## src/rtl/aes_pkg.sv

```systemverilog
// Shared widths, FSM encoding and byte-lane helper for the AES byte-stream loader.
package aes_pkg;

  localparam int unsigned AES_BLOCK_W     = 128;
  localparam int unsigned AES_BYTES       = 16;
  localparam int unsigned AES_FRAME_BYTES = 32;
  localparam int unsigned AES_CNT_W       = 5;
  localparam int unsigned AES_LANE_W      = 7;

  typedef enum logic [1:0] {
    LOAD = 2'd0,
    WAIT = 2'd1,
    DONE = 2'd2
  } aes_state_e;

  // LSB position of byte lane n within a block; lane 0 is the most significant byte.
  function automatic logic [AES_LANE_W-1:0] byte_lsb(input logic [3:0] lane);
    return AES_LANE_W'(7'd120 - {lane, 3'b000});
  endfunction

endpackage

```

## src/rtl/aes_byte_packer.sv

```systemverilog
// Byte counter and plaintext/key staging registers; flags frame completion and malformed frames.
// AES_KEY_REUSE_EN: in_last on byte 15 ends a legal plaintext-only frame.
module aes_byte_packer
  import aes_pkg::*;
(
  input  logic                   clk,
  input  logic                   rst,
  input  logic                   accept,
  input  logic [7:0]             data,
  input  logic                   last,
  output logic [AES_BLOCK_W-1:0] pt,
  output logic [AES_BLOCK_W-1:0] key,
  output logic                   frame_done_c,
  output logic                   data_only_c,
  output logic                   err_c
);

  logic [AES_CNT_W-1:0]  byte_cnt;
  logic [AES_LANE_W-1:0] lsb;

  assign lsb = byte_lsb(byte_cnt[3:0]);

  // Byte 31 always closes the frame; in_last is only meaningful before that.
  always_comb begin
    frame_done_c = 1'b0;
    data_only_c  = 1'b0;
    err_c        = 1'b0;
    if (accept) begin
      if (byte_cnt == AES_CNT_W'(AES_FRAME_BYTES - 1)) begin
        frame_done_c = 1'b1;
      end else if (last) begin
`ifdef AES_KEY_REUSE_EN
        if (byte_cnt == AES_CNT_W'(AES_BYTES - 1)) begin
          frame_done_c = 1'b1;
          data_only_c  = 1'b1;
        end else begin
          err_c = 1'b1;
        end
`else
        err_c = 1'b1;
`endif
      end
    end
  end

  always_ff @(posedge clk) begin
    if (rst) begin
      byte_cnt <= '0;
      pt       <= '0;
      key      <= '0;
    end else if (accept) begin
      if (byte_cnt[4]) key[lsb +: 8] <= data;
      else             pt[lsb +: 8]  <= data;
      byte_cnt <= (frame_done_c || err_c) ? '0 : AES_CNT_W'(byte_cnt + 1'b1);
    end
  end

endmodule

```

## src/rtl/aes_stream_loader.sv

```systemverilog
// Byte-stream front end for aesEncryption: stages a frame, holds core inputs, captures the ciphertext.
// AES_KEY_REUSE_EN: a 16-byte frame updates only core_datain and keeps the last key.
module aes_stream_loader
  import aes_pkg::*;
#(
  parameter int unsigned CORE_LATENCY = 10
) (
  input  logic                   clk,
  input  logic                   rst,
  input  logic                   in_valid,
  output logic                   in_ready,
  input  logic [7:0]             in_data,
  input  logic                   in_last,
  output logic [AES_BLOCK_W-1:0] core_datain,
  output logic [AES_BLOCK_W-1:0] core_key,
  input  logic [AES_BLOCK_W-1:0] core_dataout,
  output logic                   res_valid,
  input  logic                   res_ready,
  output logic [AES_BLOCK_W-1:0] res_data,
  output logic                   busy,
  output logic                   frame_err
);

  localparam int unsigned LAT_W = 8;

  aes_state_e             state, state_nxt;
  logic [LAT_W-1:0]       lat_cnt, lat_cnt_nxt;
  logic                   commit, commit_nxt;
  logic                   commit_key, commit_key_nxt;
  logic                   in_ready_nxt, res_valid_nxt, busy_nxt, frame_err_nxt;
  logic [AES_BLOCK_W-1:0] res_data_nxt, core_datain_nxt, core_key_nxt;
  logic [AES_BLOCK_W-1:0] pt_stage, key_stage;
  logic                   accept, frame_done_c, data_only_c, err_c;

  assign accept = in_valid & in_ready;

  aes_byte_packer u_packer (
    .clk          (clk),
    .rst          (rst),
    .accept       (accept),
    .data         (in_data),
    .last         (in_last),
    .pt           (pt_stage),
    .key          (key_stage),
    .frame_done_c (frame_done_c),
    .data_only_c  (data_only_c),
    .err_c        (err_c)
  );

  always_ff @(posedge clk) begin
    if (rst) begin
      state       <= LOAD;
      lat_cnt     <= '0;
      commit      <= 1'b0;
      commit_key  <= 1'b0;
      in_ready    <= 1'b1;
      res_valid   <= 1'b0;
      res_data    <= '0;
      busy        <= 1'b0;
      frame_err   <= 1'b0;
      core_datain <= '0;
      core_key    <= '0;
    end else begin
      state       <= state_nxt;
      lat_cnt     <= lat_cnt_nxt;
      commit      <= commit_nxt;
      commit_key  <= commit_key_nxt;
      in_ready    <= in_ready_nxt;
      res_valid   <= res_valid_nxt;
      res_data    <= res_data_nxt;
      busy        <= busy_nxt;
      frame_err   <= frame_err_nxt;
      core_datain <= core_datain_nxt;
      core_key    <= core_key_nxt;
    end
  end

  always_comb begin
    state_nxt       = state;
    lat_cnt_nxt     = lat_cnt;
    commit_nxt      = 1'b0;
    commit_key_nxt  = commit_key;
    in_ready_nxt    = in_ready;
    res_valid_nxt   = res_valid;
    res_data_nxt    = res_data;
    busy_nxt        = busy;
    frame_err_nxt   = 1'b0;
    core_datain_nxt = core_datain;
    core_key_nxt    = core_key;
    case (state)
      LOAD: begin
        frame_err_nxt = err_c;
        if (frame_done_c) begin
          state_nxt      = WAIT;
          in_ready_nxt   = 1'b0;
          busy_nxt       = 1'b1;
          commit_nxt     = 1'b1;
          commit_key_nxt = ~data_only_c;
        end
      end
      WAIT: begin
        // First WAIT cycle commits staging; capture lands on the cycle the count would hit zero.
        if (commit) begin
          core_datain_nxt = pt_stage;
          if (commit_key) core_key_nxt = key_stage;
          lat_cnt_nxt = LAT_W'(CORE_LATENCY);
        end else if (lat_cnt <= LAT_W'(1)) begin
          lat_cnt_nxt   = '0;
          res_data_nxt  = core_dataout;
          res_valid_nxt = 1'b1;
          state_nxt     = DONE;
        end else begin
          lat_cnt_nxt = lat_cnt - LAT_W'(1);
        end
      end
      DONE: begin
        if (res_ready) begin
          res_valid_nxt = 1'b0;
          in_ready_nxt  = 1'b1;
          busy_nxt      = 1'b0;
          state_nxt     = LOAD;
        end
      end
      default: begin
        state_nxt = LOAD;
      end
    endcase
  end

endmodule

```

## config.mk

```make
export PLATFORM = sky130hd
export DESIGN_NAME = aes_stream_loader
export DESIGN_NICKNAME = d
export VERILOG_FILES = /design/src/rtl/aes_pkg.sv /design/src/rtl/aes_byte_packer.sv /design/src/rtl/aes_stream_loader.sv
export SDC_FILE = /design/constraint.sdc
export NUM_CORES = 1
export LEC_CHECK = 0
export CORE_MARGIN = 2
export CORE_UTILIZATION = 35
export CTS_BUF_LIST = sky130_fd_sc_hd__clkbuf_8
export CTS_CLUSTER_DIAMETER = 100
export DETAILED_ROUTE_END_ITERATION = 12
export PLACE_DENSITY = 0.55
export SLEW_MARGIN = 10
export SYNTH_ARGS = -nofsm -noshare
export SYNTH_HDL_FRONTEND = slang
export SYNTH_HIERARCHICAL = 1
export SYNTH_SLANG_ARGS = --single-unit
```

## constraint.sdc

```tcl
create_clock -name clk -period 2.9 [get_ports clk]
set_input_delay 0.435 -clock clk [delete_from_list [all_inputs] [get_ports clk]]
set_output_delay 0.435 -clock clk [all_outputs]
set_load 0.05 [all_outputs]
```

==> results.cfg <==
[outcome]
status = finished, final reports clean

[synthesis]
ys_ff_latch = 661
syn_inst = 2644
synth.distinct_cells = 57
yosysSeqAreaShare_pct = 54.2
syn-num-nets = 2791
syn_avg_cell_area_sq_um = 9.23
ys.warnings.count = 6
netlist_area_sq_um = 24400
synth_edf_count = 0
synth_flop_cell = dfxtp_1
synthArstFlopShare_pct = 0

[power]
p_per_area_nw_per_um2 = 542
leakagePower_nw = 12.0
switching_share_pct = 23.3
intPower_mw = 13.6
comb_power_share_pct = 3.3
switchingPower_mw = 4.14
p_clk_share_pct = 45.4
p_seq_share_pct = 51.3
peakVddDrop_mv = 0.333

[critical_path]
start_kind = flip-flop
crit_path_end_kind = flip-flop
worstRegToRegCells = 7
cp_max_fo = 11
regToRegStartpoint = u_packer/byte_cnt[1]$_SDFFE_PP0P_
cp.required_ns = 3.46
critical_path_class = reg2reg
reg2reg_slack_ns = 0.12
worstReg2RegEnd = u_packer/key[84]$_SDFFE_PP0P_
cp.arrival_ns = 3.34

[cells_and_area]
drive_gt1_share_pct = 8.07
layout_common_cells = dfxtp_1 (661), nand2_1 (542), clkdlybuf4s50_1 (519)
final_common_cell = dfxtp_1
finish.cell_count_without_fillers = 4166
finalNetCount = 3299
synthToLayoutAreaGrowth_pct = 34.2
nFillCells = 6521

[route]
vias_per_cell = 4.85
wl_mm = 82.4
detail_route.iter0.violations = 1216
vias = 20200
ant_nets = 0
first_pass_iters = 5
drc_errors = 0
wire_per_inst_microns = 19.8

[clock_tree]
cts_resized = 0
clk_latency_ns = 0.72
clock_sinks = 661
cts-htree-levels = 3
cts_buffer_depth = 3
root_buffer = clkbuf_8
tritoncts = built
clk_pin_slew_worst_paths_ns = 0.06
cts_made_buffers = 112

[sta]
fin_crit_ns = 2.78
timing.final.crit_share_pct = 95.7
worstMarginPinSlew_ns = 0.988
holdWs_ns = 0.255
hold_violations = 0
drv_slew = 0
rsz0062_at_grt = no
fmax_mhz = 360
skew_ns = 0.0442
setup-violations-final = 0
max-slew-margin-rel_pct = 34.2

[grt]
antenna_found_initial = 3
grt_overflow = 0
grt_max_degree = 154
grt_pass1_vias = 20100
track_usage_pct = 22.1
grt_pass1_wl_mm = 121

[floorplan]
initial_core_util_pct = 35.5
ios = 529
rows = 96
die_h_microns = 268
core-area_sq_um = 68800
die_w_microns = 268
die_area_sq_um = 71900

[flow_run]
cap_violations = 0

[hold_path]
min_from = in_data[1]
holdCritPathClass = in2reg
min_to = u_packer/key[17]$_SDFFE_PP0P_
min_path_cells = 3

[placed_design]
place_congestion = 0.838
hpwl_mm = 56.9
port_buffers = 528
post-place-cells = 3967
## synth_stat cells (2+ instances only)
library cell,count,share of area [%]
nand2_1,544,8.4
nor2_4,6,0.28
nor3_4,5,0.33
a21boi_2,2,0.092
buf_2,46,0.94
inv_1,11,0.17
a21oi_2,4,0.14
ha_1,6,0.31
nor3_1,2,0.041
o21ai_1,10,0.21
o21ai_0,60,1.2
clkbuf_1,113,1.7
o21bai_1,2,0.061
and3b_1,2,0.072
a211oi_4,6,0.49
mux2i_1,337,14
nand3b_1,2,0.061
and2_1,6,0.15
a31oi_1,6,0.15
nor2_1,240,3.7
nand4b_1,3,0.11
dfxtp_1,661,54
nor2b_1,20,0.51
nand2b_1,121,3.1
or3b_1,2,0.072
nand3_1,59,1.2
nor4_4,2,0.17
nand4_1,3,0.077
buf_4,13,0.40
a21oi_4,4,0.27
buf_1,17,0.26
nor3b_1,2,0.061
a311oi_1,2,0.072
buf_6,3,0.14
a21oi_1,300,6.2
## worst max path at each step
stage                                            from                              to  slack [ns]  cells past startpoint
global placement                             in_valid  u_packer/key[118]$_SDFFE_PP0P_        0.04                      6
floorplan           u_packer/byte_cnt[0]$_SDFFE_PP0P_  u_packer/key[100]$_SDFFE_PP0P_        0.48                      8
finish              u_packer/byte_cnt[1]$_SDFFE_PP0P_   u_packer/key[84]$_SDFFE_PP0P_        0.12                      7
global route        u_packer/byte_cnt[1]$_SDFFE_PP0P_   u_packer/key[81]$_SDFFE_PP0P_        0.01                      7
detailed placement                           in_valid  u_packer/key[113]$_SDFFE_PP0P_       -0.03                      6
CTS                 u_packer/byte_cnt[1]$_SDFFE_PP0P_  u_packer/key[113]$_SDFFE_PP0P_        0.09                      6
## worst max-delay path: stages (launching register included)
cell	delay, ns
dfxtp_1	0.56
inv_1	0.11
ha_1	0.59
nand4_1	0.48
a211oi_4	0.35
buf_4	0.24
mux2i_1	0.22
nor2_1	0.06
## registers in the layout, indices dropped and copies added, names as in the netlist
signal and flops:
res_data 128, in_ready 1, core_key 128, u_packer/key 128
state 2, commit_key 1, res_valid 1, frame_err 1
u_packer/pt 128, lat_cnt 8, commit 1, busy 1
core_datain 128, u_packer/byte_cnt 5
## metrics by stage
stage                     TNS (ns)  worst slack [ns]  total power, mW  cell area [sq um]  util, %
after global routing             0            0.0131             18.4              32700     47.6
after floorplan                  0             0.476             9.55              24400        -
final                            0             0.124             17.7              32700     47.6
after detailed placement   -0.0913           -0.0264             9.88              30600     44.4
after global placement           0            0.0379             9.88              30600     44.4
after CTS                        0            0.0852             18.0              32700     47.5
## final cells by class
class / instances / area [sq um] / share of cell area [%]
clock buffer: 138 / 1900 / 5.80
antenna: 1 / 2.50 / 0.00764
sequential: 661 / 13200 / 40.4
inverter: 11 / 41.3 / 0.126
clock inverter: 58 / 263 / 0.802
tap: 931 / 1160 / 3.56
multi-input combinational: 1780 / 10300 / 31.5
timing repair buffer: 586 / 5830 / 17.8
## cells by family (layout without fill, tap and decap cells)
| family | after synthesis | after routing | share of synthesized area (%) |
|---|---|---|---|
| AO/OA/AOI/OAI | 407 | 407 | 9.32 |
| XOR/XNOR | 1 | 1 | 0.0359 |
| adder cells (fa/ha/maj) | 6 | 6 | 0.308 |
| buffers and inverters | 203 | 793 | 3.65 |
| flip-flops | 661 | 661 | 54.2 |
| multiplexers | 337 | 337 | 13.8 |
| other | 1 | 2 | 0.0154 |
| AND/OR/NAND/NOR | 1028 | 1028 | 18.6 |
## routing by layer
metal / vias up / global-route usage [%] / wire (microns)
li1: 9776 / - / -
met1: 9716 / 27.7 / 34800
met2: 589 / 36.3 / 39800
met3: 110 / 6.56 / 5970
met4: 2 / 7.20 / 1880
met5: - / 0 / 13
## what timing repair did
action                                  in CTS  in global routing
endpoints found under the hold margin       18                  0
hold buffers                                 1                  0
buffers inserted                             0                  1
endpoints found under the setup margin       0                  8
## power groups by stage
stage                     registers, mW  logic (mW)  clock network, mW
after floorplan                    9.30       0.249                  0
after global placement             9.30       0.581                  0
after detailed placement           9.30       0.584                  0
after CTS                          9.10       0.587               8.30
after global routing               9.10       0.622               8.70
final                              9.10       0.589               8.05
Note: power is estimated with default switching activity, not from simulation.
